`config.mk`:
```
export PLATFORM = sky130hd
export DESIGN_NAME = instrumented_adder_driver_flat
export DESIGN_NICKNAME = d
export VERILOG_FILES = /design/src/rtl/instrumented_adder_driver_if.sv /design/src/rtl/instrumented_adder_driver.sv /design/src/flat_wrapper.sv
export SDC_FILE = /design/constraint.sdc
export NUM_CORES = 1
export LEC_CHECK = 0
export ABC_AREA = 1
export BUFFER_PORTS_ARGS = -buffer_cell sky130_fd_sc_hd__buf_4
export CAP_MARGIN = 10
export CORE_AREA = 5 5 151 153
export DETAILED_ROUTE_END_ITERATION = 16
export DIE_AREA = 0 0 156 158
export PLACE_DENSITY = 0.73
export SYNTH_ARGS = -nofsm -noshare
export SYNTH_HDL_FRONTEND = slang
export SYNTH_SLANG_ARGS = --single-unit
```
`constraint.sdc`:
```
create_clock -name wb_clk_i -period 1.8 [get_ports wb_clk_i]
set_clock_uncertainty 0.1 [all_clocks]
set_input_delay 0.09 -clock wb_clk_i [delete_from_list [all_inputs] [get_ports wb_clk_i]]
set_output_delay 0.09 -clock wb_clk_i [all_outputs]
set_load 0.05 [all_outputs]
```
`src/rtl/instrumented_adder_driver_if.sv`:
```
// Purpose: bundles the command, adder-facing and response signals of instrumented_adder_driver.
// Ports  : master = the driver (drives cmd_ready, add_*, rsp_*); slave = environment (drives active, cmd_*, add_done/sum/time, rsp_ready).
// Notes  : pure signal container, no logic.
interface instrumented_adder_driver_if;
  logic        active;
  logic        cmd_valid;
  logic        cmd_ready;
  logic [31:0] cmd_a;
  logic [31:0] cmd_b;
  logic [31:0] cmd_ring_sel;
  logic [31:0] cmd_ext_sel;
  logic [31:0] add_a;
  logic [31:0] add_b;
  logic [31:0] add_ring_sel;
  logic [31:0] add_ext_sel;
  logic        add_start;
  logic        add_done;
  logic [31:0] add_sum;
  logic [31:0] add_time;
  logic        rsp_valid;
  logic        rsp_ready;
  logic [31:0] rsp_sum;
  logic [31:0] rsp_time;
  logic [1:0]  rsp_status;

  modport master (
    input  active, cmd_valid, cmd_a, cmd_b, cmd_ring_sel, cmd_ext_sel,
    input  add_done, add_sum, add_time, rsp_ready,
    output cmd_ready, add_a, add_b, add_ring_sel, add_ext_sel, add_start,
    output rsp_valid, rsp_sum, rsp_time, rsp_status
  );

  modport slave (
    output active, cmd_valid, cmd_a, cmd_b, cmd_ring_sel, cmd_ext_sel,
    output add_done, add_sum, add_time, rsp_ready,
    input  cmd_ready, add_a, add_b, add_ring_sel, add_ext_sel, add_start,
    input  rsp_valid, rsp_sum, rsp_time, rsp_status
  );
endinterface

```
`src/rtl/instrumented_adder_driver.sv`:
```
// Purpose: sequences one adder operation at a time: accept command, pulse add_start, wait for add_done
//          (or time out), present the result until taken. Optional macro SUM_CHECK_EN adds a result check.
// Ports  : wb_clk_i / wb_rst_i (sync active-high); bus = instrumented_adder_driver_if.master.
// Timing : handshake at edge N -> add_* valid after N, add_start high for the single cycle after edge N+1;
//          all outputs are registered; rsp_* held while rsp_ready is low; cmd_ready only in IDLE with active.
module instrumented_adder_driver #(
  parameter int unsigned TIMEOUT_CYCLES = 1024
) (
  input  logic                          wb_clk_i,
  input  logic                          wb_rst_i,
  instrumented_adder_driver_if.master   bus
);

  localparam logic [2:0] IDLE  = 3'd0;
  localparam logic [2:0] SETUP = 3'd1;
  localparam logic [2:0] START = 3'd2;
  localparam logic [2:0] WAIT  = 3'd3;
  localparam logic [2:0] RESP  = 3'd4;

  // Last counter value of the WAIT window; the counter starts at 0 on the first WAIT cycle.
  localparam logic [15:0] LAST_CNT = 16'(TIMEOUT_CYCLES - 1);

  logic [2:0]  state;
  logic [15:0] wait_cnt;
  logic        handshake;
  logic [1:0]  done_status;

  // active is also checked here so a command offered in the cycle active drops is not taken,
  // even though the registered cmd_ready only follows active one cycle later.
  assign handshake = (state == IDLE) && bus.active && bus.cmd_valid && bus.cmd_ready;

`ifdef SUM_CHECK_EN
  // Compare against the operands actually presented to the adder, wrapping at 32 bits.
  logic [31:0] exp_sum;
  assign exp_sum     = bus.add_a + bus.add_b;
  assign done_status = (bus.add_sum == exp_sum) ? 2'b00 : 2'b10;
`else
  assign done_status = 2'b00;
`endif

  always_ff @(posedge wb_clk_i) begin
    if (wb_rst_i) begin
      state            <= IDLE;
      wait_cnt         <= 16'd0;
      bus.cmd_ready    <= 1'b0;
      bus.add_a        <= 32'd0;
      bus.add_b        <= 32'd0;
      bus.add_ring_sel <= 32'd0;
      bus.add_ext_sel  <= 32'd0;
      bus.add_start    <= 1'b0;
      bus.rsp_valid    <= 1'b0;
      bus.rsp_sum      <= 32'd0;
      bus.rsp_time     <= 32'd0;
      bus.rsp_status   <= 2'b00;
    end else begin
      // Single-cycle pulse / IDLE-only strobe by default.
      bus.add_start <= 1'b0;
      bus.cmd_ready <= 1'b0;
      case (state)
        IDLE: begin
          if (handshake) begin
            bus.add_a        <= bus.cmd_a;
            bus.add_b        <= bus.cmd_b;
            bus.add_ring_sel <= bus.cmd_ring_sel;
            bus.add_ext_sel  <= bus.cmd_ext_sel;
            state            <= SETUP;
          end else begin
            bus.cmd_ready <= bus.active;
          end
        end
        SETUP: begin
          if (!bus.active) begin
            state <= IDLE;
          end else begin
            bus.add_start <= 1'b1;
            state         <= START;
          end
        end
        START: begin
          if (!bus.active) begin
            state <= IDLE;
          end else begin
            wait_cnt <= 16'd0;
            state    <= WAIT;
          end
        end
        WAIT: begin
          // Abort beats completion; completion beats timeout.
          if (!bus.active) begin
            state <= IDLE;
          end else if (bus.add_done) begin
            bus.rsp_sum    <= bus.add_sum;
            bus.rsp_time   <= bus.add_time;
            bus.rsp_status <= done_status;
            bus.rsp_valid  <= 1'b1;
            state          <= RESP;
          end else if (wait_cnt == LAST_CNT) begin
            bus.rsp_sum    <= 32'd0;
            bus.rsp_time   <= 32'hFFFF_FFFF;
            bus.rsp_status <= 2'b01;
            bus.rsp_valid  <= 1'b1;
            state          <= RESP;
          end else begin
            wait_cnt <= wait_cnt + 16'd1;
          end
        end
        RESP: begin
          if (bus.rsp_ready) begin
            bus.rsp_valid <= 1'b0;
            state         <= IDLE;
          end
        end
        default: state <= IDLE;
      endcase
    end
  end

endmodule

```
`src/flat_wrapper.sv`:
```
// flat-port wrapper written by rule: the top's interface ports become plain ports
module instrumented_adder_driver_flat 
#(
  parameter int unsigned TIMEOUT_CYCLES = 1024
)
  (wb_clk_i, wb_rst_i, bus_active, bus_cmd_valid, bus_cmd_a, bus_cmd_b, bus_cmd_ring_sel, bus_cmd_ext_sel, bus_add_done, bus_add_sum, bus_add_time, bus_rsp_ready, bus_cmd_ready, bus_add_a, bus_add_b, bus_add_ring_sel, bus_add_ext_sel, bus_add_start, bus_rsp_valid, bus_rsp_sum, bus_rsp_time, bus_rsp_status);
  instrumented_adder_driver_if bus_i ();
  input  logic wb_clk_i;
  input  logic wb_rst_i;
  input wire logic [$bits(bus_i.active)-1:0] bus_active;
  input wire logic [$bits(bus_i.cmd_valid)-1:0] bus_cmd_valid;
  input wire logic [$bits(bus_i.cmd_a)-1:0] bus_cmd_a;
  input wire logic [$bits(bus_i.cmd_b)-1:0] bus_cmd_b;
  input wire logic [$bits(bus_i.cmd_ring_sel)-1:0] bus_cmd_ring_sel;
  input wire logic [$bits(bus_i.cmd_ext_sel)-1:0] bus_cmd_ext_sel;
  input wire logic [$bits(bus_i.add_done)-1:0] bus_add_done;
  input wire logic [$bits(bus_i.add_sum)-1:0] bus_add_sum;
  input wire logic [$bits(bus_i.add_time)-1:0] bus_add_time;
  input wire logic [$bits(bus_i.rsp_ready)-1:0] bus_rsp_ready;
  output wire logic [$bits(bus_i.cmd_ready)-1:0] bus_cmd_ready;
  output wire logic [$bits(bus_i.add_a)-1:0] bus_add_a;
  output wire logic [$bits(bus_i.add_b)-1:0] bus_add_b;
  output wire logic [$bits(bus_i.add_ring_sel)-1:0] bus_add_ring_sel;
  output wire logic [$bits(bus_i.add_ext_sel)-1:0] bus_add_ext_sel;
  output wire logic [$bits(bus_i.add_start)-1:0] bus_add_start;
  output wire logic [$bits(bus_i.rsp_valid)-1:0] bus_rsp_valid;
  output wire logic [$bits(bus_i.rsp_sum)-1:0] bus_rsp_sum;
  output wire logic [$bits(bus_i.rsp_time)-1:0] bus_rsp_time;
  output wire logic [$bits(bus_i.rsp_status)-1:0] bus_rsp_status;
  assign bus_i.active = bus_active;
  assign bus_i.cmd_valid = bus_cmd_valid;
  assign bus_i.cmd_a = bus_cmd_a;
  assign bus_i.cmd_b = bus_cmd_b;
  assign bus_i.cmd_ring_sel = bus_cmd_ring_sel;
  assign bus_i.cmd_ext_sel = bus_cmd_ext_sel;
  assign bus_i.add_done = bus_add_done;
  assign bus_i.add_sum = bus_add_sum;
  assign bus_i.add_time = bus_add_time;
  assign bus_i.rsp_ready = bus_rsp_ready;
  assign bus_cmd_ready = bus_i.cmd_ready;
  assign bus_add_a = bus_i.add_a;
  assign bus_add_b = bus_i.add_b;
  assign bus_add_ring_sel = bus_i.add_ring_sel;
  assign bus_add_ext_sel = bus_i.add_ext_sel;
  assign bus_add_start = bus_i.add_start;
  assign bus_rsp_valid = bus_i.rsp_valid;
  assign bus_rsp_sum = bus_i.rsp_sum;
  assign bus_rsp_time = bus_i.rsp_time;
  assign bus_rsp_status = bus_i.rsp_status;
  instrumented_adder_driver #(.TIMEOUT_CYCLES(TIMEOUT_CYCLES)) u_core (.wb_clk_i(wb_clk_i), .wb_rst_i(wb_rst_i), .bus(bus_i));
endmodule
```
# Word level (Yosys, flattened, before mapping)
# Index checks and enable logic that the tools add are counted.
# W data, S select, Z words.
[totals]
ff_bits = 216
latch_bits = 0
ram_bits = 0
mem_bits_ro = 0
in_bits = 198
elab_cells = 67
n_memories = 0
[op_classes]
addsub = 1
mul = 0
div = 0
magnitude_cmp = 0
n_eq_ne = 13
n_shift = 0
mux = 25
n_bitwise = 2
reduce_logical = 14
[op_table]
columns = ["op", "n"]
rows = [
  ["$mux W32", 4],
  ["$mux W16", 4],
  ["$pmux W16 S2", 1],
  ["$add A16 B1 Y16 const B", 1],
  ["$eq A16 B10 Y1 const B", 1],
  ["$mux W3", 5],
  ["$pmux W3 S5", 1],
  ["$ne A2 B2 Y1 const B", 5],
  ["$mux W2", 4],
  ["$eq A3 B2 Y1 const B", 2],
  ["$reduce_and A3 Y1", 2],
  ["$reduce_bool A2 Y1", 3],
  ["$mux W1", 5],
  ["$reduce_and A5 Y1", 1],
  ["$ne A4 B3 Y1 const B", 1],
  ["$reduce_and A4 Y1", 1],
  ["$eq A3 B1 Y1 const B", 1],
  ["$eq A3 B3 Y1 const B", 1],
  ["$logic_and A1 B1 Y1", 3],
  ["$logic_not A3 Y1", 1],
  ["$ne A3 B2 Y1 const B", 1],
  ["$reduce_or A3 Y1", 1],
  ["$ne A2 B1 Y1 const B", 1],
  ["$not A1 Y1", 2],
  ["3 further kinds", 3],
]

# Depth between registers and ports, before layout
# Gate-level depths: netlist (run 1).
[logic_depth]
word_depth = 6
depth_mapped = 11
depth_no_buf = 11

# Worst setup path after synthesis (run 1)
# OpenSTA, ideal clock, no wires.
[synth_timing]
path_kind = "reg2reg"
start = "reg u_core.bus.cmd_ready"
end = "reg u_core.bus.add_a[17]"
arrival_time_ps = 1409
slack_ps = 175
path_stages_with_launch = 8
period_less_slack_ps = 1625
path_cell_list = "dfxtp_1 nand2_1 nor2_1 nand2_1 buf_2 clkbuf_1 o21ai_0 nor2_1"
[synth_via]
elab_chain_cells = 2
[synth_lines]
columns = ["element", "line_no", "rtl"]
rows = [
  ["start, declared", "instrumented_adder_driver_if.sv:29", "output cmd_ready, add_a, add_b, add_ring_sel, add_ext_sel, add_start,"],
  ["start signal, assigned", "instrumented_adder_driver.sv:68", "bus.cmd_ready <= bus.active;"],
  ["$logic_and A1 B1 Y1", "instrumented_adder_driver.sv:30", "assign handshake = (state == IDLE) && bus.active && bus.cmd_valid && bus.cmd_ready;"],
  ["$reduce_and A2 Y1 (no line)", "--", ""],
  ["end signal, assigned", "instrumented_adder_driver.sv:62", "bus.add_a <= bus.cmd_a;"],
  ["end, declared", "instrumented_adder_driver_if.sv:29", ""],
]
# No other way between the ends.
# A chain may end at the register's enable or synchronous reset.

# Final worst setup path (run 1)
[layout_timing]
start = "reg u_core.state[2]"
end = "reg u_core.bus.add_ring_sel[0]"
[layout_via]
elab_chain_cells = 5
[layout_lines]
columns = ["element", "line_no", "rtl"]
rows = [
  ["start, declared", "instrumented_adder_driver.sv:23", "logic [2:0] state;"],
  ["start signal, assigned", "instrumented_adder_driver.sv:43", "state <= IDLE;"],
  ["start signal, assigned", "instrumented_adder_driver.sv:66", "state <= SETUP;"],
  ["start signal, assigned", "instrumented_adder_driver.sv:73", "state <= IDLE;"],
  ["$logic_not A3 Y1 *", "instrumented_adder_driver.sv:30, instrumented_adder_driver.sv:59", ""],
  ["$logic_and A1 B1 Y1 (3 in a row)", "instrumented_adder_driver.sv:30", ""],
  ["$reduce_and A2 Y1 (no line) *", "--", ""],
  ["end signal, assigned", "instrumented_adder_driver.sv:64", "bus.add_ring_sel <= bus.cmd_ring_sel;"],
  ["end, declared", "instrumented_adder_driver_if.sv:29", ""],
]
# Mark *: on every way between the ends. The rest lies on a longest branch, timed or not.

==> results of run 1 <==
through the flow:
| stage | setup slack [ns] | cells | hold slack [ns] |
|---|---|---|---|
| 2_1_floorplan | 0.175 | 1060 | 0.137 |
| 3_3_place_gp | 0.145 | 1689 | 0.230 |
| 3_5_place_dp | 0.127 | 1689 | 0.236 |
| 4_1_cts | 0.123 | 1929 | 0.0948 |
| 5_1_grt | -0.00195 | 1932 | 0.138 |
| 6_report | 0.0827 | 1932 | 0.123 |
state kept, by name (all words and copies together) (netlist names):
register	cells
u_core.bus.cmd_ready	1
u_core.wait_cnt	16
u_core.bus.add_b	32
u_core.bus.add_ext_sel	32
u_core.bus.add_ring_sel	32
u_core.bus.rsp_valid	1
u_core.bus.add_a	32
u_core.bus.add_start	1
u_core.bus.rsp_sum	32
u_core.bus.rsp_status	1
u_core.bus.rsp_time	32
u_core.state	3
worst max-delay path, delay by kind of cell (launching register included):
kind	cells	cell delay [ns]
and+or+nand+nor	3	0.51
AOI/OAI and AO/OA	1	0.35
DFF	1	0.33
buffers and inverters	1	0.22
synth_stat cells (2+ instances only):
master	count	area, sq um
dfxtp_1	215	4300
nor3_1	4	20.0
nand4_1	7	43.8
nand2_2	6	37.5
xnor2_1	2	17.5
nand3_1	18	90.1
nor2_1	290	1090
a21oi_1	78	390
buf_4	4	30.0
xor2_1	2	17.5
buf_6	9	101
clkbuf_1	40	150
buf_2	16	80.1
inv_1	59	221
nand3_2	2	20.0
nor2_4	2	22.5
nand2_1	131	492
inv_2	3	11.3
o21ai_0	161	806
logic make-up after synthesis:
kind of cell             Yosys count  synth area share
AO/OA/AOI/OAI                    241             0.150
XOR/XNOR                           4           0.00436
adder cells (fa/ha/maj)            1           0.00156
buffers and inverters            133            0.0751
flip-flops                       215             0.536
other                              1          0.000467
AND/OR/NAND/NOR                  465             0.232
timing repair:
item / in CTS / in global routing
setup endpoints to repair: 0 / 9
buffers inserted: 0 / 3
hold buffers: 197 / 0
resized for setup: 0 / 4
endpoints found under the hold margin: 210 / 0
final cells by class:
class | instances | area share
clock buffers | 39 | 0.0529
multi-input cells | 712 | 0.223
repair buffers | 618 | 0.371
clock inverters | 4 | 0.00594
flip-flops and latches | 215 | 0.305
well taps | 280 | 0.0248
inverters | 64 | 0.0175
cells in the final DEF, fill, tap and decap left out, types with 2 or more instances in the layout:
cell type / synthesis / layout
buf_12: 0 / 8
clkbuf_1: 40 / 6
nor3_1: 4 / 4
inv_2: 3 / 2
xor2_1: 2 / 2
clkbuf_16: 0 / 24
nand2_1: 131 / 130
buf_4: 4 / 413
nand2_2: 6 / 6
nand4_1: 7 / 7
dlygate4sd3_1: 0 / 197
inv_4: 0 / 2
dfxtp_1: 215 / 215
nor2_1: 290 / 289
xnor2_1: 2 / 2
clkbuf_8: 0 / 9
bufinv_16: 0 / 2
nand3_2: 2 / 3
a21oi_1: 78 / 78
inv_1: 59 / 58
nor2_4: 2 / 2
nand3_1: 18 / 17
o21ai_0: 161 / 161
layer usage:
| layer | global-route usage | wire length, microns | vias to the layer above |
|---|---|---|---|
| met3 | 0.0563 | 2610 | 98 |
| met4 | 0.0796 | 1000 | 0 |
| met1 | 0.259 | 11300 | 4256 |
| met5 | 0 | 0 | - |
| li1 | - | - | 4525 |
| met2 | 0.412 | 15400 | 436 |
report_power, final:
| part | leakage [nW] | internal (mW) | switching, mW |
|---|---|---|---|
| Sequential | 1.74 | 4.88 | 0.0657 |
| Clock | 0.403 | 3.12 | 1.94 |
| Combinational | 3.98 | 0.830 | 0.909 |
| Total | 6.12 | 8.82 | 2.92 |
final timing paths:
path	to	slack [ns]	cells after the start
setup / recovery	u_core.bus.add_ring_sel[0]	0.08	5
hold / removal	u_core.bus.add_a[7]	0.12	7
setup reg to reg	u_core.bus.add_ring_sel[0]	0.08	5
hold reg to reg	u_core.bus.rsp_time[27]	0.35	2
==> impl_results.md, run 1 <==
* Status: finished, final reports clean
* Final worst path period share at 0.954
* Vias per inst at between 4 and 5
* Worst Path Required at ~2.1 ns
* Row Count at 54
* Global-route wire length before repair at 46300 microns
* Die W at approximately 160 microns
* Min cycle time layout at 1.72 ns
* Ys flop type: dfxtp_1
* Multi-input gate area at 3150 sq um
* Die footprint at ~25000 sq um
* Inserted Clock Buffers at 24
* Warnings, synthesis at 0
* H-tree depth at 1
* Pins Over Slew Limit at 0
* Number of global-route vias before repair at 9135
* Antenna violations before repair at 0
* Antenna diodes at 0
* Worst-path maximum fanout at 128
* WL/cell at 15.7 microns
* Worst hold path startpoint: bus_cmd_valid
* Worst rel slew slack at 0.664
* Hpwl dp at 19100 microns
* Worst path max stage delay at around 0.35 ns
* Data arrival, critical path at slightly above 2 ns
* Clk_lat worst skew at approximately 0.51 ns
* Layout cells sized above 1 at 0.291
* Net Count, Synth at ~1.3k
* Number of synthesized flops with an enable pin at 0
* Fmax at 582 MHz
* Avg Inst Size Synth at 7.58 sq um
* Register area at 4300 sq um
* RePlAce Congestion at 0.858
* Total Neg Setup Slack at 0 ns
* Startpoint types: flop
* Longest Clk Path Bufs at 3
* Async SR Flop Fraction at 0
* Io pins at 395
* Setup violators final at 0
* Nets at 1834
* Highest-delay cell along the critical path: o21ai_0
* Register bit total from synthesis at approximately 220
* Post-Route WL at 30400 microns
* Max rail drop VDD at around 0.57 mV
* Unique masters post-synth at 30
* First-pass DRT Iterations at 5
* PnR Total Power at about 12 mW
* Remaining global-route overflow at 0
* Gr usage total at 0.227
* Synth Cell Area at ~8000 sq um
* Clk slew on worst S/H paths at approximately 0.06 ns
* Core Area at 21400 sq um
* Largest net degree at the start of global routing at 129
* TritonCTS clock tree: built
* Cells after Synth at 1060
* Pleak at 6.12 nW
* Residual DRC count at 0
* Via Count at 9315
* Clock Tree Root: clkbuf_16
* Die span in y at 158 microns
* Total placed instance area at 11300 sq um
* Power Dens Cells at 832 nW/um^2
* Post-route design area at about 14000 sq um
* Setup Crit Path Kind: flop to flop
* IO buf count at 393
* Area Growth Syn to Fin at 75.7%
* Core Util, Final at 0.659
* Worst slew pin tran at 0.505 ns
* Crit-path cells: nor3_2 > nand2_4 > buf_12 > o21ai_0 > nor2_1
* FF-to-FF Start: u_core.state[2]
* Starting density of the core at 0.375
* FILL cells at about 1.6k
* Final Hold Fails at 0
* Starting DRC count in detailed routing at 614
* Max Cap Viol at 0
* Sinks on Clock Net at 215
* Register area share after synthesis at 0.536
* CP Capture Type: flop
* DRT antenna net count at 0
* HP Class: primary input to flop
* Worst Setup SP: u_core.state[2]
No activity file was read; power rests on OpenSTA's default activity.
==> inputs of run 2 (changes only) <==
==> constraint.sdc (replaced) <==
create_clock -name wb_clk_i -period 1.8 [get_ports wb_clk_i]
set_clock_uncertainty 0.1 [all_clocks]
set_input_delay 0.36 -clock wb_clk_i [delete_from_list [all_inputs] [get_ports wb_clk_i]]
set_output_delay 0.36 -clock wb_clk_i [all_outputs]
set_load 0.05 [all_outputs]
==> impl_results.md, run 2 (synthesis gave the netlist of run 1 again) <==
* Status: finished, final reports clean (unchanged)
* Sinks on Clock Net at 215 (unchanged)
* Final worst path period share at 0.940 (was 0.954)
* Area Growth Syn to Fin at 54.7% (was 75.7%)
* Largest net degree at the start of global routing at 121 (was 129)
* Reg2reg setup slack at 0.11 ns (was 0.08 ns)
* Die W at 156 microns (unchanged)
* RSZ-0062 raised after global routing: true
* Most common cell after layout, fill and taps aside: buf_4 (unchanged)
* Setup Crit Path Kind: flop to flop (unchanged)
* Die footprint at 24600 sq um (unchanged)
* Antenna diodes at 0 (unchanged)
* Final Hold Fails at 0 (unchanged)
* Io pins at 395 (unchanged)
* Worst-path maximum fanout at 66 (was 128)
* Row Count at 54 (unchanged)
* Longest Clk Path Bufs at 3 (unchanged)
* Post-route design area at 12400 sq um (was 14100 sq um)
* Residual DRC count at 0 (unchanged)
* Most frequent cells in the layout: buf_4 (405), nor2_1 (290), dfxtp_1 (213) (was buf_4 (413), nor2_1 (289), dfxtp_1 (215))
* CP Capture Type: flop (unchanged)
* Fmax at 591 MHz (was 582 MHz)
* Nets at 1670 (was 1834)
* Inserted Clock Buffers at 23 (was 24)
* Clk slew on worst S/H paths at 0.06 ns (about the same)
* Post-CTS setup buffers at 0 (unchanged)
* H-tree depth at 1 (unchanged)
* RePlAce Congestion at 0.816 (was 0.858)
* Data arrival, critical path at 1.96 ns (was 2.02 ns)
* Remaining global-route overflow at 0 (unchanged)
* First-pass DRT Iterations at 5 (unchanged)
* Final setup margin at 0.109 ns (was 0.0827 ns)
* Clk pwr share at 0.431 (about the same)
* Worst hold path startpoint: bus_cmd_ring_sel[22] (was bus_cmd_valid)
* Die span in y at 158 microns (unchanged)
* Hold Crit Depth at 3 (was 7)
* TritonCTS clock tree: built (unchanged)
* Switching share of power at 0.246 (was 0.248)
* Max Cap Viol at 0 (unchanged)
* Max rail drop VDD at 0.671 mV (was 0.572 mV)
* Total placed instance area at 11200 sq um (was 11300 sq um)
* Layout cells sized above 1 at 0.318 (was 0.291)
* Setup violators final at 0 (unchanged)
* Clock Tree Root: clkbuf_16 (unchanged)
* Via Count at 8338 (was 9315)
* Sequential Power Share at 0.442 (was 0.421)
* Core Area at 21400 sq um (unchanged)
* WL/cell at 15.2 microns (was 15.7 microns)
* WHS Endpoint: u_core.bus.add_ring_sel[22] (was u_core.bus.add_a[7])
* HP Class: primary input to flop (unchanged)
* Cells on worst reg2reg path at 9 (was 5)
* FF-to-FF Start: u_core.wait_cnt[0] (was u_core.state[2])
* Core Util, Final at 0.580 (was 0.659)
* Pins Over Slew Limit at 0 (unchanged)
* Switching pwr at 2.75 mW (was 2.92 mW)
* Global-route wire length before repair at 40600 microns (was 46300 microns)
* Worst Path Required at 2.07 ns (was 2.10 ns)
* Pre-CTS setup slack at 0.0709 ns (was 0.127 ns)
* RR Endpoint: u_core.bus.rsp_sum[18] (was u_core.bus.add_ring_sel[0])
* Hpwl dp at 18900 microns (was 19100 microns)
* Power Dens Cells at 899 nW/um^2 (was 832 nW/um^2)
* Startpoint types: flop (unchanged)
* DRT antenna net count at 0 (unchanged)
* Gr usage total at 0.199 (was 0.227)
* Pint at 8.42 mW (was 8.82 mW)
* Number of global-route vias before repair at 7963 (was 9135)
* FILL cells at 1959 (was 1605)
* Starting DRC count in detailed routing at 502 (was 614)
* Vias per inst at 4.72 (was 4.82)
* Post-Route WL at 26800 microns (was 30400 microns)
* Comb power frac at 0.127 (was 0.148)
* Min cycle time layout at 1.69 ns (was 1.72 ns)
* Pleak at 5.41 nW (was 6.12 nW)
* Antenna violations before repair at 0 (unchanged)
* Clk_lat worst skew at 0.50 ns (was 0.51 ns)
* IO buf count at 393 (unchanged)
* Starting density of the core at 0.375 (unchanged)
==> run 2: cell type report <==
| class | count | area [sq um] | area share |
|---|---|---|---|
| flip-flops and latches | 215 | 4310 | 0.347 |
| repair buffers | 455 | 3600 | 0.290 |
| multi-input cells | 712 | 3140 | 0.253 |
| clock buffers | 29 | 638 | 0.0514 |
| well taps | 280 | 350 | 0.0282 |
| inverters | 64 | 246 | 0.0198 |
| clock inverters | 11 | 139 | 0.0112 |
==> run 2: critical path: stages (launching register included) <==
cell     delay [ns]
dfxtp_2        0.36
ha_2           0.21
nand3_2        0.13
nor2_4         0.14
nand2_2        0.08
nand2_2        0.08
nand2_2        0.06
buf_12         0.18
nand2_1        0.10
a21oi_1        0.06
==> run 2: worst max path at each step <==
stage | start | end | slack (ns)
after global routing | u_core.state[2] | u_core.bus.add_ring_sel[21] | -0.03
after floorplan | u_core.bus.cmd_ready | u_core.bus.add_a[17] | 0.18
final | u_core.wait_cnt[0] | u_core.bus.rsp_sum[18] | 0.11
after CTS | u_core.wait_cnt[0] | u_core.bus.rsp_sum[17] | 0.05
after global placement | u_core.wait_cnt[0] | u_core.bus.rsp_sum[23] | 0.13
after detailed placement | u_core.wait_cnt[1] | u_core.bus.rsp_sum[23] | 0.07
==> run 2: routing by layer <==
metal  GRT usage  vias to the layer above  routed length [microns]
met1       0.240                     3753                    10500
met2       0.346                      327                    13200
met3      0.0492                       65                     2230
met4      0.0692                        0                      889
met5           0                        -                        0
li1            -                     4193                        -
==> run 2: repair_timing <==
| item | in CTS | in global routing |
|---|---|---|
| endpoints found under the setup margin | 0 | 66 |
| gates resized for setup | 0 | 5 |
| hold buffers | 42 | 1 |
| hold endpoints to repair | 42 | 1 |
==> run 2: power groups by stage <==
stage / registers [mW] / clock network (mW) / logic (mW)
after floorplan: 5.44 / 0 / 0.325
after detailed placement: 5.04 / 0 / 1.33
after CTS: 4.94 / 4.95 / 1.41
after global routing: 4.95 / 5.14 / 1.51
final: 4.94 / 4.81 / 1.42
after global placement: 5.04 / 0 / 1.32
==> run 2: through the flow <==
stage / TNS, ns / hold slack (ns) / power, mW / std cells
final: 0 / 0.0137 / 11.2 / 1766
after CTS: 0 / 0.0000983 / 11.3 / 1765
after global routing: -0.123 / 0.00754 / 11.6 / 1766
after global placement: 0 / 0.335 / 6.36 / 1683
after floorplan: 0 / 0.360 / 5.76 / 1060
after detailed placement: 0 / 0.339 / 6.37 / 1683
==> inputs of run 3 (changes only) <==
--- a/config.mk
+++ b/config.mk
@@ -6,12 +6,13 @@
 export NUM_CORES = 1
 export LEC_CHECK = 0
 export ABC_AREA = 1
-export BUFFER_PORTS_ARGS = -buffer_cell sky130_fd_sc_hd__buf_4
 export CAP_MARGIN = 10
 export CORE_AREA = 5 5 151 153
 export DETAILED_ROUTE_END_ITERATION = 16
 export DIE_AREA = 0 0 156 158
-export PLACE_DENSITY = 0.73
+export DONT_BUFFER_PORTS = 1
+export PLACE_DENSITY = 0.57
+export SKIP_LAST_GASP = 1
 export SYNTH_ARGS = -nofsm -noshare
 export SYNTH_HDL_FRONTEND = slang
 export SYNTH_SLANG_ARGS = --single-unit
==> impl_results.md, run 3 (synthesis gave the netlist of run 1 again) <==
* WL/cell at 17.7 microns (was 15.2 microns)
* Worst slew pin tran at 0.625 ns
* Area Growth Syn to Fin at 39.0% (was 54.7%)
* Die footprint at 24600 sq um (unchanged)
* DRT antenna net count at 0 (unchanged)
* Status: finished, final reports clean (unchanged)
* Gr usage total at 0.198 (was 0.199)
* Nets at 1437 (was 1670)
* Clk pwr share at 0.444 (was 0.431)
* Hold_ws at 0.0228 ns (was 0.0137 ns)
* FF-to-FF Start: u_core.wait_cnt[0] (unchanged)
* HP Class: primary input to flop (unchanged)
* Comb power frac at 0.072 (was 0.127)
* Longest Clk Path Bufs at 3 (unchanged)
* Antenna diodes at 0 (unchanged)
* Remaining global-route overflow at 0 (unchanged)
* Setup Crit Path Kind: flop to flop (unchanged)
* Pins Over Slew Limit at 0 (unchanged)
* Switching share of power at 0.249 (was 0.246)
* Fmax at 588 MHz (was 591 MHz)
* Startpoint types: flop (unchanged)
* Post-CTS setup buffers at 0 (unchanged)
* Most common cell after layout, fill and taps aside: nor2_1 (was buf_4)
* Via Count at 7609 (was 8338)
* Pleak at 4.12 nW (was 5.41 nW)
* Clk_lat worst skew at 0.50 ns (about the same)
* Data arrival, critical path at 1.98 ns (was 1.96 ns)
* Antenna violations before repair at 1 (was 0)
* Worst Setup SP: u_core.wait_cnt[0] (unchanged)
* Vias per inst at 4.96 (was 4.72)
* Max rail drop VDD at 0.633 mV (was 0.671 mV)
* Sinks on Clock Net at 215 (unchanged)
* Core Area at 21400 sq um (unchanged)
* First-pass DRT Iterations at 5 (unchanged)
* Final Hold Fails at 0 (unchanged)
* Row Count at 54 (unchanged)
* Global-route wire length before repair at 39900 microns (was 40600 microns)
* Worst-path maximum fanout at 16 (was 66)
* Number of global-route vias before repair at 7439 (was 7963)
* Worst Path Required at 2.08 ns (was 2.07 ns)
* Sequential Power Share at 0.484 (was 0.442)
* IO buf count at 0 (was 393)
* Inserted Clock Buffers at 24 (was 23)
* PnR Total Power at 11.1 mW (was 11.2 mW)
* Final worst path period share at 0.944 (was 0.940)
* Starting density of the core at 0.375 (unchanged)
* Io pins at 395 (unchanged)
* Worst rel slew slack at 0.583
* Total Neg Setup Slack at 0 ns (unchanged)
* Min cycle time layout at 1.70 ns (was 1.69 ns)
* CP Capture Type: flop (unchanged)
* RSZ-0062 raised after global routing: false (was true)
* Max Cap Viol at 0 (unchanged)
* Worst hold path startpoint: bus_add_done (was bus_cmd_ring_sel[22])
* Post-Route WL at 27100 microns (was 26800 microns)
* Switching pwr at 2.75 mW (about the same)
* Clk slew on worst S/H paths at 0.06 ns (about the same)
* Post-route design area at 11200 sq um (was 12400 sq um)
* Die W at 156 microns (unchanged)
* TritonCTS clock tree: built (unchanged)
* Largest net degree at the start of global routing at 68 (was 121)
* Die span in y at 158 microns (unchanged)
* Power Dens Cells at 993 nW/um^2 (was 899 nW/um^2)
* Setup violators final at 0 (unchanged)
* Most frequent cells in the layout: nor2_1 (289), dfxtp_1 (212), dlygate4sd3_1 (194) (was buf_4 (405), nor2_1 (290), dfxtp_1 (213))
* Clock Tree Root: clkbuf_16 (unchanged)
* Residual DRC count at 0 (unchanged)
* Hpwl dp at 17200 microns (was 18900 microns)
* Starting DRC count in detailed routing at 645 (was 502)
* Layout cells sized above 1 at 0.0686 (was 0.318)
* Pint at 8.33 mW (was 8.42 mW)
* RePlAce Congestion at 0.777 (was 0.816)
* Total placed instance area at 8330 sq um (was 11200 sq um)
* H-tree depth at 1 (unchanged)
## run 3: changes by cell type in the layout (fill, tap and decap cells not counted), sizes merged
| cell | delta |
|---|---|
| clkbuf | +9 |
| buf | -387 |
| clkinv | -4 |
| bufinv | -1 |
| inv | -1 |
| dlygate4sd3 | +151 |
## run 3: worst max-delay path, stage by stage (launching register included)
cell,delay (ns)
dfxtp_2,0.35
ha_2,0.21
nand3_2,0.13
nor2_4,0.14
nand2_2,0.08
nand2_2,0.10
nand2_4,0.10
clkbuf_16,0.21
nand2_1,0.08
a21oi_1,0.07
## run 3: worst paths after layout
kind	depth (start not counted)	slack, ns	endpoint
max	9	0.10	u_core.bus.rsp_sum[17]
min	3	0.02	u_core.bus.rsp_status[0]
max reg2reg	9	0.10	u_core.bus.rsp_sum[17]
min reg2reg	2	0.37	u_core.wait_cnt[0]
## run 3: repair_timing
action	4_1_cts	5_1_grt
endpoints found under the setup margin	0	70
hold buffers	195	0
endpoints found under the hold margin	208	0
gates resized for setup	0	6
## run 3: layout make-up
class / instances / area [sq um]
clock buffers: 36 / 717
clock inverters: 5 / 80.1
fillers: 1949 / 10300
inverters: 64 / 246
multi-input cells: 712 / 3140
flip-flops and latches: 215 / 4310
well taps: 280 / 350
repair buffers: 221 / 2320
## run 3: metal layers
metal | track usage | part of all wire
met2 | 0.343 | 0.50
met4 | 0.0596 | 0.022
met3 | 0.0672 | 0.098
met5 | 0 | 0
met1 | 0.231 | 0.38
## run 3: power by group through the flow
stage	Combinational, mW	Sequential (mW)	Clock, mW
floorplan	0.325	5.44	0
global placement	0.403	5.47	0
detailed placement	0.412	5.47	0
CTS	0.786	5.37	5.04
global route	0.886	5.38	5.25
finish	0.802	5.37	4.92
## run 3: metrics by stage
stage | instances | utilization | setup slack [ns]
5_1_grt | 1533 | 0.521 | 0.00362
2_1_floorplan | 1060 | - | 0.175
4_1_cts | 1530 | 0.518 | 0.0533
3_5_place_dp | 1294 | 0.389 | 0.0868
3_3_place_gp | 1294 | 0.389 | 0.143
6_report | 1533 | 0.521 | 0.101
